--- config.mk ---
export PLATFORM = sky130hd
export DESIGN_NAME = instr_fetch_unit
export DESIGN_NICKNAME = d
export VERILOG_FILES = /design/src/rtl/fetch_pkg.sv /design/src/rtl/fetch_buffer.sv /design/src/rtl/instr_fetch_unit.sv
export SDC_FILE = /design/constraint.sdc
export NUM_CORES = 1
export LEC_CHECK = 0
export CAP_MARGIN = 40
export CORE_ASPECT_RATIO = 1.1
export CORE_MARGIN = 4
export CORE_UTILIZATION = 57
export CTS_CLUSTER_DIAMETER = 50
export DETAILED_ROUTE_END_ITERATION = 7
export GPL_TIMING_DRIVEN = 1
export HOLD_SLACK_MARGIN = 0.12
export PLACE_DENSITY = 0.92
export REMOVE_ABC_BUFFERS = 1
export SKIP_LAST_GASP = 1
export SYNTH_ARGS = -nofsm -noshare
export SYNTH_HDL_FRONTEND = slang
export SYNTH_SLANG_ARGS = --single-unit
--- constraint.sdc ---
create_clock -name clk -period 4.4 [get_ports clk]
set_input_delay 0.66 -clock clk [delete_from_list [all_inputs] [get_ports clk]]
set_output_delay 0.66 -clock clk [all_outputs]
set_load 0.1 [all_outputs]
--- src/rtl/fetch_pkg.sv ---
// Shared fetch-side types: FSM state encoding, buffer entry layout and
// default widths / reset vector used by the fetch unit and its buffer.
package fetch_pkg;

  localparam int unsigned FETCH_ADDR_W  = 32;
  localparam int unsigned FETCH_INSTR_W = 32;
  localparam int unsigned FETCH_PC_STEP = 4;

  localparam logic [FETCH_ADDR_W-1:0] FETCH_RESET_VECTOR = 32'h0;

  typedef enum logic [1:0] {
    FETCH_REQ  = 2'd0,
    FETCH_WAIT = 2'd1,
    FETCH_DROP = 2'd2
  } fetch_state_t;

  typedef struct packed {
    logic [FETCH_ADDR_W-1:0]  addr;
    logic [FETCH_INSTR_W-1:0] instr;
  } fetch_entry_t;

endpackage

--- src/rtl/fetch_buffer.sv ---
// 2-entry FIFO between fetch and decode; flush clears it, head is zero when empty.
// Ports: push/push_addr/push_data in, pop, flush, head_* out, count out.
module fetch_buffer #(
  parameter int unsigned AW = 32,
  parameter int unsigned DW = 32
) (
  input  logic          clk,
  input  logic          rst_n,
  input  logic          push,
  input  logic [AW-1:0] push_addr,
  input  logic [DW-1:0] push_data,
  input  logic          pop,
  input  logic          flush,
  output logic          head_valid,
  output logic [AW-1:0] head_addr,
  output logic [DW-1:0] head_data,
  output logic [1:0]    count
);

  logic [AW-1:0] addr_q [2];
  logic [DW-1:0] data_q [2];
  logic          rd_ptr;
  logic          wr_ptr;
  logic          do_push;
  logic          do_pop;

  always_comb begin
    do_pop  = pop && (count != 2'd0);
    do_push = push && ((count != 2'd2) || do_pop);
  end

  always_ff @(posedge clk or negedge rst_n) begin
    if (!rst_n) begin
      for (int i = 0; i < 2; i++) begin
        addr_q[i] <= '0;
        data_q[i] <= '0;
      end
      rd_ptr <= 1'b0;
      wr_ptr <= 1'b0;
      count  <= 2'd0;
    end else if (flush) begin
      rd_ptr <= 1'b0;
      wr_ptr <= 1'b0;
      count  <= 2'd0;
    end else begin
      if (do_push) begin
        addr_q[wr_ptr] <= push_addr;
        data_q[wr_ptr] <= push_data;
        wr_ptr         <= ~wr_ptr;
      end
      if (do_pop) begin
        rd_ptr <= ~rd_ptr;
      end
      unique case ({do_push, do_pop})
        2'b10:   count <= count + 2'd1;
        2'b01:   count <= count - 2'd1;
        default: count <= count;
      endcase
    end
  end

  always_comb begin
    head_valid = (count != 2'd0);
    head_addr  = head_valid ? addr_q[rd_ptr] : '0;
    head_data  = head_valid ? data_q[rd_ptr] : '0;
  end

endmodule

--- src/rtl/instr_fetch_unit.sv ---
// PC register plus single-outstanding imem req/gnt/rsp FSM feeding decode
// through fetch_buffer. Ports: redirect*, imem*, instr*; clk, async rst_n.
module instr_fetch_unit
  import fetch_pkg::*;
#(
  parameter int unsigned ADDRESSLENGTH = FETCH_ADDR_W,
  parameter int unsigned INSTRLENGTH   = FETCH_INSTR_W,
  parameter logic [ADDRESSLENGTH-1:0] RESETVECTOR =
    ADDRESSLENGTH'(FETCH_RESET_VECTOR),
  parameter int unsigned PCSTEP        = FETCH_PC_STEP
) (
  input  logic                     clk,
  input  logic                     rst_n,
  input  logic                     redirect,
  input  logic [ADDRESSLENGTH-1:0] redirectAddr,
  output logic                     imemReq,
  output logic [ADDRESSLENGTH-1:0] imemAddr,
  input  logic                     imemGnt,
  input  logic                     imemRspValid,
  input  logic [INSTRLENGTH-1:0]   imemRspData,
  output logic                     instrValid,
  output logic [ADDRESSLENGTH-1:0] instrAddr,
  output logic [INSTRLENGTH-1:0]   instrData,
  input  logic                     instrReady
);

  fetch_state_t state;
  fetch_state_t state_nxt;

  logic [ADDRESSLENGTH-1:0] pc;
  logic [ADDRESSLENGTH-1:0] pc_nxt;
  logic [ADDRESSLENGTH-1:0] req_addr;
  logic                     run;
  logic                     accept;
  logic                     push;
  logic                     pop;
  logic [1:0]               count;

  // run holds requests off during the reset cycle and the one after release
  always_ff @(posedge clk or negedge rst_n) begin
    if (!rst_n) begin
      state    <= FETCH_REQ;
      pc       <= RESETVECTOR;
      req_addr <= '0;
      run      <= 1'b0;
    end else begin
      state <= state_nxt;
      pc    <= pc_nxt;
      run   <= 1'b1;
      if (accept) begin
        req_addr <= pc;
      end
    end
  end

  // In REQ nothing is outstanding, so occupancy alone bounds the issue;
  // it can only fall while waiting for gnt, keeping imemReq stable.
  always_comb begin
    imemReq   = run && (state == FETCH_REQ) && (count < 2'd2);
    imemAddr  = pc;
    accept    = imemReq && imemGnt;
    state_nxt = state;
    pc_nxt    = pc;
    push      = 1'b0;
    unique case (state)
      FETCH_REQ: begin
        if (accept) begin
          state_nxt = FETCH_WAIT;
          pc_nxt    = pc + ADDRESSLENGTH'(PCSTEP);
        end
      end
      FETCH_WAIT: begin
        if (imemRspValid) begin
          push      = 1'b1;
          state_nxt = FETCH_REQ;
        end
      end
      FETCH_DROP: begin
        if (imemRspValid) begin
          state_nxt = FETCH_REQ;
        end
      end
      default: state_nxt = FETCH_REQ;
    endcase
    // A response landing in the redirect cycle retires the outstanding
    // read, so only a still-pending one needs to be dropped later.
    if (redirect) begin
      push   = 1'b0;
      pc_nxt = redirectAddr;
      unique case (1'b1)
        (state == FETCH_REQ): state_nxt = accept ? FETCH_DROP : FETCH_REQ;
        imemRspValid:         state_nxt = FETCH_REQ;
        default:              state_nxt = FETCH_DROP;
      endcase
    end
    pop = instrValid && instrReady && !redirect;
  end

  fetch_buffer #(
    .AW (ADDRESSLENGTH),
    .DW (INSTRLENGTH)
  ) u_buf (
    .clk        (clk),
    .rst_n      (rst_n),
    .push       (push),
    .push_addr  (req_addr),
    .push_data  (imemRspData),
    .pop        (pop),
    .flush      (redirect),
    .head_valid (instrValid),
    .head_addr  (instrAddr),
    .head_data  (instrData),
    .count      (count)
  );

endmodule
==> reports/qor.yml <==
vias: 7362
power_leakage_nw: 5.70
synthMostInstantiatedCell: "dfrtp_1"
viasPerCell: 5.86
num_io_pins: 168
setup_viol: 0
design_area_mm2: 0.0130
cp.arrival_ps: 2580
synthTopCellsByArea: "dfrtp_1, mux2_2, mux2i_1"
placed_area_mm2: 0.0123
dp_hpwl_mm: 16.8
wl_per_cell_um: 19.8
numCtsBuffers: 17
preCtsSetupSlack_ps: 1410
cts_setup_buffers: 0
fp.dieArea_mm2: 0.0182
irDropWorstVdd_mv: 0.282
drive_gt1_share_pct: 26.2
synth_cells: 818
area_growth_pct: 41.1
synth_top_cell_by_area: "dfrtp_1"
tritoncts: "built"
ant_nets: 0
ys_ff_latch: 199
finalNetCount: 1117
synth-edff-count: 0
period_needed_ps: 3240
setup_ws_ps: 1160
grt_usage_pct: 28.5
worst_pin_slew_ps: 763
power.density_mw_per_mm2: 447
multiInputGateArea_mm2: 0.00398
postLayoutCoreUtil_pct: 82.4
worst-path-max-fanout: 49
grt_pass1_vias: 7902
ys_warn_count: 0
totalWireLength_mm: 24.9
seqCellArea_mm2: 0.00498
cts.clk_slew.worst_paths_ps: 70
grt_overflow_total: 0
fp.coreArea_mm2: 0.0157
slew_headroom_pct: 49.1
drv_cap: 0
start_util_pct: 58.4
reg2reg_slack_ps: 1780
diodes: 0
end_kind: "output port"
grt_pass1_wl_mm: 41.0
drtIter0Drc: 556
rsz0062_at_grt: "no"
gp_congestion: 0.820
core.rowCount: 48
ff2ff_path_depth: 7
clock.fmax_ghz: 0.308
holdWs_ps: 300
drc: 0
fillers: 826
clock_latency_ps: 430
antenna_found_initial: 0
outcome: "finished, final reports clean"
min_period_over_period_pct: 73.7
clock_sinks: 199
die_w_um: 129
cts_root_buffer: "clkbuf_16"
netlist_top_cells_count: "dfrtp_1, nand2_1, mux2_2, nor2_1, mux2i_1"
slew_violations: 0
synth_top_cell_area_share_pct: 54.2
grt_max_degree: 99
avgSynthCellArea_um2: 11.2
required_ps: 3740
postCtsResizedCells: 0
min_path_type: "in2async"
ys_seq_area_share_pct: 54.2
setup_tns_ps: 0
crit_type: "reg2out"
syn_area_mm2: 0.00919
die_h_um: 141
hold_viol: 0
firstDrtPassIters: 5
ys_types: 42
synth-main-ff-cell: "dfrtp_1"
cts_hold_buf: 0
fin_skew_ps: 10.2
async_reset_ff_share_pct: 100
port_buffers: 167
crit_path_start_kind: "register"
cts_htree_levels: 4
clk_path_buf_depth: 2
==> power breakdown <==
group	switching (mW)	leakage [nW]	internal [mW]
registers	0.293	2.58	2.24
logic	0.849	2.80	0.673
clock network	0.684	0.320	1.06
total	1.83	5.70	3.97
==> cell type report <==
class | instances | share of cell area, %
timing repair buffer | 259 | 23.7
sequential | 199 | 38.4
clock inverter | 11 | 1.49
inverter | 7 | 0.203
clock buffer | 21 | 3.63
tap | 200 | 1.93
multi-input combinational | 560 | 30.7
==> worst paths after layout <==
path,to,from
worst max-delay path,instrAddr[18],u_buf.count[1]
worst min-delay path,u_buf.data_q[60],rst_n
worst max register to register,imemAddr[19],state[1]
worst min register to register,u_buf.data_q[35],u_buf.data_q[35]
max in group asynchronous,u_buf.data_q[49],rst_n
min in group clk,u_buf.data_q[35],u_buf.data_q[35]
==> sequential cells by signal, indices dropped and copies added, names as in the netlist <==
signal / flops
imemAddr: 32
req_addr: 32
run: 1
state: 2
u_buf.addr_q: 64
u_buf.count: 2
u_buf.data_q: 64
u_buf.rd_ptr: 1
u_buf.wr_ptr: 1
==> kinds of logic after synthesis <==
| group | after synthesis | share of synthesized area, % |
|---|---|---|
| AND/OR/NAND/NOR | 288 | 14.2 |
| flip-flops | 199 | 54.2 |
| multiplexers | 196 | 23.1 |
| AO/OA/AOI/OAI | 62 | 4.40 |
| buffers and inverters | 59 | 2.74 |
| XOR/XNOR | 10 | 0.953 |
| adder cells (fa/ha/maj) | 3 | 0.408 |
| other | 1 | 0.0408 |
==> per-stage QoR <==
step,instances,total power [mW]
global placement,1146,3.80
finish,1257,5.80
CTS,1257,5.81
floorplan,766,3.43
global route,1257,6.05
detailed placement,1225,4.06
==> layer usage <==
metal	share of wire [%]	vias up	wire length (µm)	GRT usage, %
met5	0	-	0	0
met4	2.1	0	529	9.51
met3	6.5	45	1620	5.27
met2	52	312	12900	49.0
met1	40	3708	9850	36.3
li1	-	3297	-	-
==> cell usage in the layout, fill, tap and decap left out, types with 3 or more instances in the layout <==
cell             Yosys  layout
a21oi_1              3       3
a221oi_1             3       3
a31oi_1             14      14
and2_1               3       3
and3_1               5       5
and4_1               3       3
buf_16               0      11
buf_4                0      31
buf_8                0      68
bufinv_16            0       5
clkbuf_16            0      17
clkbuf_8             0       4
clkdlybuf4s50_1      0     146
dfrtp_1            199     198
ha_1                 3       3
inv_1                7       7
mux2_1               7       7
mux2_2             123     123
mux2i_1             66      66
nand2_1            128     128
nand3_1             13      13
nand4_1              6       6
nor2_1              88      87
nor2b_1              5       5
nor3_1               4       4
o211ai_1             3       3
o21ai_0             18      18
o311ai_0             4       4
o31ai_1             13      13
or2_2                3       3
or3_1                4       4
or4_1               18      18
xnor2_1              5       5
xor2_1               5       5
==> critical path, stage by stage, from the launching register on <==
cell	delay, ps
dfrtp_1	500
nor2_4	500
buf_12	300
nor2_1	110
clkdlybuf4s50_1	490
buf_8	200
(Power assumes the default switching activity.)
